<file path="src/rtl/increment_handshake_pkg.sv">
// Shared types and defaults for the increment handshake stage.
// The skid register is a two-state machine: empty (bypass) or holding one word.
package increment_handshake_pkg;

    localparam int DATA_WIDTH    = 32;
    localparam int DEF_INCREMENT = 1;

    typedef logic signed [DATA_WIDTH-1:0] data_t;

    typedef enum logic {
        SKID_EMPTY = 1'b0,
        SKID_FULL  = 1'b1
    } skid_state_e;

endpackage : increment_handshake_pkg

</file>
<file path="src/rtl/increment_handshake_skid_buffer.sv">
// Generic one-entry skid register with zero-latency bypass.
// Holds a word only when upstream offers it while downstream is stalled.
//
// state      | meaning
// SKID_EMPTY | bypass: out follows in, upstream ready
// SKID_FULL  | one word held in data_q, upstream back-pressured until drained
module skid_buffer
    import increment_handshake_pkg::*;
#(
    parameter int WIDTH = DATA_WIDTH
) (
    input  logic             clk_i,
    input  logic             rst_ni,
    input  logic [WIDTH-1:0] in_data_i,
    input  logic             in_valid_i,
    output logic             in_ready_o,
    output logic [WIDTH-1:0] out_data_o,
    output logic             out_valid_o,
    input  logic             out_ready_i
);

    skid_state_e      state_q, state_d;
    logic [WIDTH-1:0] data_q, data_d;
    logic             capture_c;

    assign capture_c = (state_q == SKID_EMPTY) && in_valid_i && !out_ready_i;

    always_ff @(posedge clk_i or negedge rst_ni) begin
        if (!rst_ni) begin
            state_q <= SKID_EMPTY;
            data_q  <= '0;
        end else begin
            state_q <= state_d;
            data_q  <= data_d;
        end
    end

    always_comb begin
        state_d = state_q;
        data_d  = data_q;
        case (state_q)
            SKID_EMPTY: begin
                if (capture_c) begin
                    state_d = SKID_FULL;
                    data_d  = in_data_i;
                end
            end
            SKID_FULL: begin
                if (out_ready_i) begin
                    state_d = SKID_EMPTY;
                end
            end
            default: state_d = SKID_EMPTY;
        endcase
    end

    // Outputs are forced quiet while reset is asserted, not just after the edge.
    always_comb begin
        in_ready_o  = 1'b0;
        out_valid_o = 1'b0;
        out_data_o  = '0;
        if (rst_ni) begin
            case (state_q)
                SKID_EMPTY: begin
                    in_ready_o  = 1'b1;
                    out_valid_o = in_valid_i;
                    out_data_o  = in_data_i;
                end
                SKID_FULL: begin
                    in_ready_o  = 1'b0;
                    out_valid_o = 1'b1;
                    out_data_o  = data_q;
                end
                default: begin
                    in_ready_o  = 1'b0;
                    out_valid_o = 1'b0;
                    out_data_o  = '0;
                end
            endcase
        end
    end

endmodule : skid_buffer

</file>
<file path="src/rtl/increment_handshake.sv">
// Elastic increment stage: every accepted word leaves as word + INCREMENT.
// Port names follow the positional arg/ret convention of lowered handshake functions.
module increment_handshake
    import increment_handshake_pkg::*;
#(
    parameter int        WIDTH     = DATA_WIDTH,
    parameter int signed INCREMENT = DEF_INCREMENT
) (
    input  logic             clock,
    input  logic             reset_n,
    input  logic [WIDTH-1:0] arg0,
    input  logic             arg1,
    input  logic             arg2,
    output logic             ret0,
    output logic [WIDTH-1:0] ret1,
    output logic             ret2
);

    logic [WIDTH-1:0] inc_c;
    logic [WIDTH-1:0] sum_c;

    // Modulo-2^WIDTH add; the adder sits before the skid so a held word is already incremented.
    assign inc_c = WIDTH'(INCREMENT);
    assign sum_c = arg0 + inc_c;

    skid_buffer #(
        .WIDTH (WIDTH)
    ) u_skid (
        .clk_i       (clock),
        .rst_ni      (reset_n),
        .in_data_i   (sum_c),
        .in_valid_i  (arg1),
        .in_ready_o  (ret0),
        .out_data_o  (ret1),
        .out_valid_o (ret2),
        .out_ready_i (arg2)
    );

endmodule : increment_handshake

</file>
<file path="config.mk">
export PLATFORM = sky130hd
export DESIGN_NAME = increment_handshake
export DESIGN_NICKNAME = d
export VERILOG_FILES = /design/src/rtl/increment_handshake_pkg.sv /design/src/rtl/increment_handshake_skid_buffer.sv /design/src/rtl/increment_handshake.sv
export SDC_FILE = /design/constraint.sdc
export NUM_CORES = 1
export LEC_CHECK = 0
export ABC_AREA = 1
export CORE_ASPECT_RATIO = 1.5
export CORE_MARGIN = 2
export CORE_UTILIZATION = 50
export CTS_BUF_LIST = sky130_fd_sc_hd__clkbuf_16
export DETAILED_ROUTE_END_ITERATION = 16
export PLACE_DENSITY = 0.8
export SETUP_SLACK_MARGIN = 0.5
export SLEW_MARGIN = 20
export SYNTH_ARGS = -nofsm -noshare
export SYNTH_HDL_FRONTEND = slang
export SYNTH_SLANG_ARGS = --single-unit
</file>
<file path="constraint.sdc">
create_clock -name clock -period 1.5 [get_ports clock]
set_input_delay 0.225 -clock clock [delete_from_list [all_inputs] [get_ports clock]]
set_output_delay 0.225 -clock clock [all_outputs]
set_load 0.02 [all_outputs]
</file>
==> qor.txt, run 1 <==
Synth Area in XOR/XNOR: 0.03694
I/O pins: 70
Most common cell in the netlist: nand2_1
Post-Synthesis Cell Area: 2811 sq um
Stop stage: global routing (5_1_grt)
Top_reg_cell synth: dfrtp_1
Outcome: stopped before the end
Starting Density: 0.5158
Post-synthesis simple-gate area fraction: 0.4597
Yosys reg bits: 33
Area contributors post-synth: dfrtp_1 (29%), nand2_1 (24%), nor2_1 (11%), inv_1 (8.4%), nand3_1 (5.7%)
Die height: 95.84 microns
Final HPWL DP: 6505 microns
Number of flops mapped to enable cells by yosys: 0
RePlAce Congestion: 0.9209
Die width: 65.23 microns
Worst Endpoint after GRT Repair: ret1[18]
Largest net degree at the start of global routing: 30
Sequential fraction of the synthesis area: 0.2937
Ys async rst share: 1.000
Tool error: [ERROR DPL-0038] Utilization greater than 100%, impossible to legalize
FP Rows: 33
Synth cell count leaders: nand2_1 (179), nor2_1 (81), inv_1 (63), dfrtp_1 (33), nand3_1 (32)
Netlist cell types: 30
Worst EP kind: primary output
# clock sinks: 33
Htree depth: 2
Yosys warnings: 0
Largest family of logic cells by synthesized area: simple AND/OR/NAND/NOR gates
Post-synth top area share: 0.2937
Placed instance area: 4148 sq um
IO Port Bufs: 69
Cell taking the most area after synthesis: dfrtp_1
Synth Area in Compound Gates: 0.08589
CTS Root Cell: clkbuf_16
Adder-Cell Fraction of Synth Area: 0.004450
CTS max path bufs: 2
Mapped Avg Cell Area: 5.894 sq um
Total CTS buffers: 5
Synth Instances: 477
Mapped Nets: 514
Post-synthesis mux area share: 0
kinds of logic after synthesis:
| group | Yosys count |
|---|---|
| xor gates and xnor gates | 11 |
| AOI/OAI and AO/OA | 42 |
| buffers and inverters | 81 |
| adders and majority gates | 1 |
| and+or+nand+nor | 309 |
| DFF | 33 |
stage by stage:
| step | hold WS [ps] | utilization | worst slack (ps) | setup TNS, ps | cells |
|---|---|---|---|---|---|
| 2_1_floorplan | -70.59 | - | 98.03 | 0 | 477 |
| 3_3_place_gp | 224.4 | 0.7610 | -1067 | -39680 | 663 |
| 3_5_place_dp | 225.4 | 0.7610 | -1114 | -41730 | 663 |
| 4_1_cts | 10.24 | 0.9405 | -169.6 | -3433 | 719 |
what timing repair did:
action	4_1_cts
setup buffers	40
gates cloned	7
endpoints found under the hold margin	2
endpoints found under the setup margin	67
pin swaps	67
resized for setup	457
hold buffers	1
==> inputs of run 2 (changes only) <==
CORE_ASPECT_RATIO = default   (was 1.5)
CORE_UTILIZATION = 35   (was 50)
CTS_BUF_LIST = default   (was sky130_fd_sc_hd__clkbuf_16)
PLACE_DENSITY = default   (was 0.8)
PLACE_DENSITY_LB_ADDON = 0.15   (was default)
SETUP_SLACK_MARGIN = default   (was 0.5)
==> qor.txt, run 2 <==
R2R Path End: u_skid.data_q[16]$_DFFE_PN0P_
Lkg Pwr: 2.496 nW
Setup CP Type: in2out
Area contributors post-synth: dfrtp_1 (29%), nand2_1 (24%), nor2_1 (11%), inv_1 (8.4%), nand3_1 (5.7%)
Vias/cell: 4.705
Reg2reg path depth: 6
Yosys reg bits: 33 (unchanged)
Diode count: 0
Starting Density: 0.3620 (-0.1539)
IO Port Bufs: 69 (unchanged)
Worst reg2reg startpoint: u_skid.state_q$_DFF_PN0_
I/O pins: 70 (unchanged)
Routed WL: 9573 microns
Die height: 93.63 microns (-2.3%)
Crit path DAT: 1470 ps
Most frequent cells in the layout: nand2_1 (150), buf_4 (82), nor2_1 (60), inv_1 (59), dfrtp_1 (33)
Critical path's slowest cell: nor2_4
Setup_tns: -4058 ps
Mapped Nets: 514 (unchanged)
Via count: 3411
Total power: 2.891 mW
Layout cells sized above 1: 0.3933
Crit path depth: 13
Die width: 93.63 microns (+44%)
CP delay by family, top: simple AND/OR/NAND/NOR gates
CP Capture Type: primary output
Netlist cell types: 30 (unchanged)
Fin nets: 661
Final HPWL DP: 6572 microns (+1.0%)
RePlAce Congestion: 0.9161 (-0.52%)
Post-Layout Inst Area: 4604 sq um
DR pass1 iterations: 4
Post-synth top area share: 0.2937 (unchanged)
Core area: 7767 sq um
# DRC: 0
Number of flops mapped to enable cells by yosys: 0 (unchanged)
Die area: 8766 sq um
Worst Hold Slack: 78.50 ps
Crit path max fanout: 5
Global-route wire length before repair: 15330 microns
Max-cap violations: 0
Hold Crit Class: in2async
Commonest non-fill, non-tap cell in the layout: nand2_1
Largest family of logic cells by synthesized area: simple AND/OR/NAND/NOR gates
Mapped Avg Cell Area: 5.894 sq um (unchanged)
R2r setup slk: 200 ps
Critical path data required time: 1270 ps
Cells along the critical path: buf_8 > buf_6 > inv_4 > nor2_4 > buf_6 > nand2_4 > nor2_4 > nand2_1 > nand2_1 > nand3_1 > nand2_1 > inv_1 > buf_6
Max Slew Vio Count: 0
P&R area growth vs syn: 63.77%
Sequential fraction of the synthesis area: 0.2937 (unchanged)
Worst-Margin Slew: 297.8 ps
Tcrit/Tclk final: 1.127
Total CTS buffers: 5 (unchanged)
Synth Area in XOR/XNOR: 0.03694 (unchanged)
Post-Place Worst Slack: -1143 ps (-29.60 ps)
# clock sinks: 33 (unchanged)
P per Cell Area: 627.8 nW/um^2
Adder-Cell Fraction of Synth Area: 0.004450 (unchanged)
RSZ-0062 raised after global routing: yes
Most common cell in the netlist: nand2_1
Top_reg_cell synth: dfrtp_1
Final setup viols: 32
Synth Instances: 477 (unchanged)
Post-Synthesis Cell Area: 2811 sq um (unchanged)
Max reg flops: 32
Initial drt markers: 172
Largest stage delay, worst path: 220 ps
Setup crit start: arg0[0]
Max Clock Freq: 591.5 MHz
Worst clock skew: 6.099 ps
Grt total ovfl: 0
Synth Area in Compound Gates: 0.08589 (unchanged)
CTS max path bufs: 2 (unchanged)
Post-synthesis simple-gate area fraction: 0.4597 (unchanged)
Peak supply drop: 0.3288 mV
Tmin final: 1691 ps
Relative slew slack: 0.8014
Worst Slack Setup Final: -190.5 ps
Biggest regs: u_skid.data_q x32, u_skid.state_q x1
Placed instance area: 4046 sq um (-2.4%)
GRT Util Overall: 0.2210
Failing checks: negative setup slack
Critical path buffers and inverters: 6
Clock transition at the registers of the reported paths: 60 ps
Synth cell count leaders: nand2_1 (179), nor2_1 (81), inv_1 (63), dfrtp_1 (33), nand3_1 (32)
Post-synthesis mux area share: 0 (unchanged)
Worst-Skew Late Latency: 290 ps
Antenna violations before repair: 0
CTS Root Cell: clkbuf_8
Final hold vios: 0
Largest net degree at the start of global routing: 38
CTS tree: done
Ys async rst share: 1.000 (unchanged)
Avg WL per Cell: 13.20 microns
Yosys warnings: 0 (unchanged)
Outcome: complete, but fails checks
FP Rows: 32 (-3.0%)
Cell taking the most area after synthesis: dfrtp_1
Reg with most FFs: u_skid.data_q
Worst setup endpoint: ret1[29]
Critical Path Start Type: input port
Htree depth: 2 (unchanged)
Vias in the first global route: 3313
Antenna viol nets, final: 0
## run 2: cell counts after synthesis
Identical to the previous run, type by type.
## run 2: cell type report
| class | count | area (sq um) |
|---|---|---|
| Timing Repair Buffer | 155 | 1334 |
| Multi-Input combinational cell | 363 | 1986 |
| Fill cell | 739 | 3163 |
| Tap cell | 102 | 127.6 |
| Clock buffer | 5 | 68.82 |
| Sequential cell | 33 | 825.8 |
| Inverter | 66 | 257.7 |
| Clock inverter | 1 | 5.005 |
## run 2: worst min path at each step
| stage | from | end | cells past startpoint | slack, ps |
|---|---|---|---|---|
| after detailed placement | reset_n | u_skid.data_q[3]$_DFFE_PN0P_ | 2 | 200 |
| final | reset_n | u_skid.data_q[22]$_DFFE_PN0P_ | 3 | 80 |
| after floorplan | reset_n | u_skid.data_q[0]$_DFFE_PN0P_ | 0 | -70 |
| after global routing | reset_n | u_skid.data_q[8]$_DFFE_PN0P_ | 3 | 100 |
| after CTS | reset_n | u_skid.data_q[22]$_DFFE_PN0P_ | 3 | 70 |
| after global placement | reset_n | u_skid.data_q[1]$_DFFE_PN0P_ | 2 | 200 |
## run 2: logic make-up (layout without fill, tap and decap cells)
group / count (synthesis) / count (layout)
flops: 33 / 33
simple gates: 309 / 309
buf+inv: 81 / 227
fa+ha+maj: 1 / 1
compound gates: 42 / 42
xor+xnor: 11 / 11
## run 2: what timing repair did
action	in CTS	in global routing
endpoints found under the setup margin	57	59
endpoints found under the hold margin	24	0
pin swaps	44	31
resized for setup	347	49
buffers inserted	16	12
hold buffers	2	0
gates cloned	1	1
## run 2: worst reg2reg max path: stages (launching register included)
cell	delay, ps
dfrtp_1	410
buf_4	180
nor3_4	130
buf_4	150
buf_12	160
nor2_1	50
a31oi_1	140
## run 2: routing by layer
metal  global-route usage  part of all wire
met1               0.2804              0.43
met2               0.3915              0.50
met3              0.04029             0.064
met4              0.04710            0.0050
met5                    0                 0
## run 2: where the power goes
group,internal (mW),switching [mW]
Combinational,0.519,0.620
Sequential,1.04,0.0762
Clock,0.305,0.333
Total,1.86,1.03
## run 2: through the flow
stage                     instances    util
after CTS                       714  0.5640
after global placement          690  0.5209
after global routing            725  0.5928
after detailed placement        690  0.5209
after floorplan                 477       -
final                           725  0.5928
No activity file was read; power rests on OpenSTA's default activity.
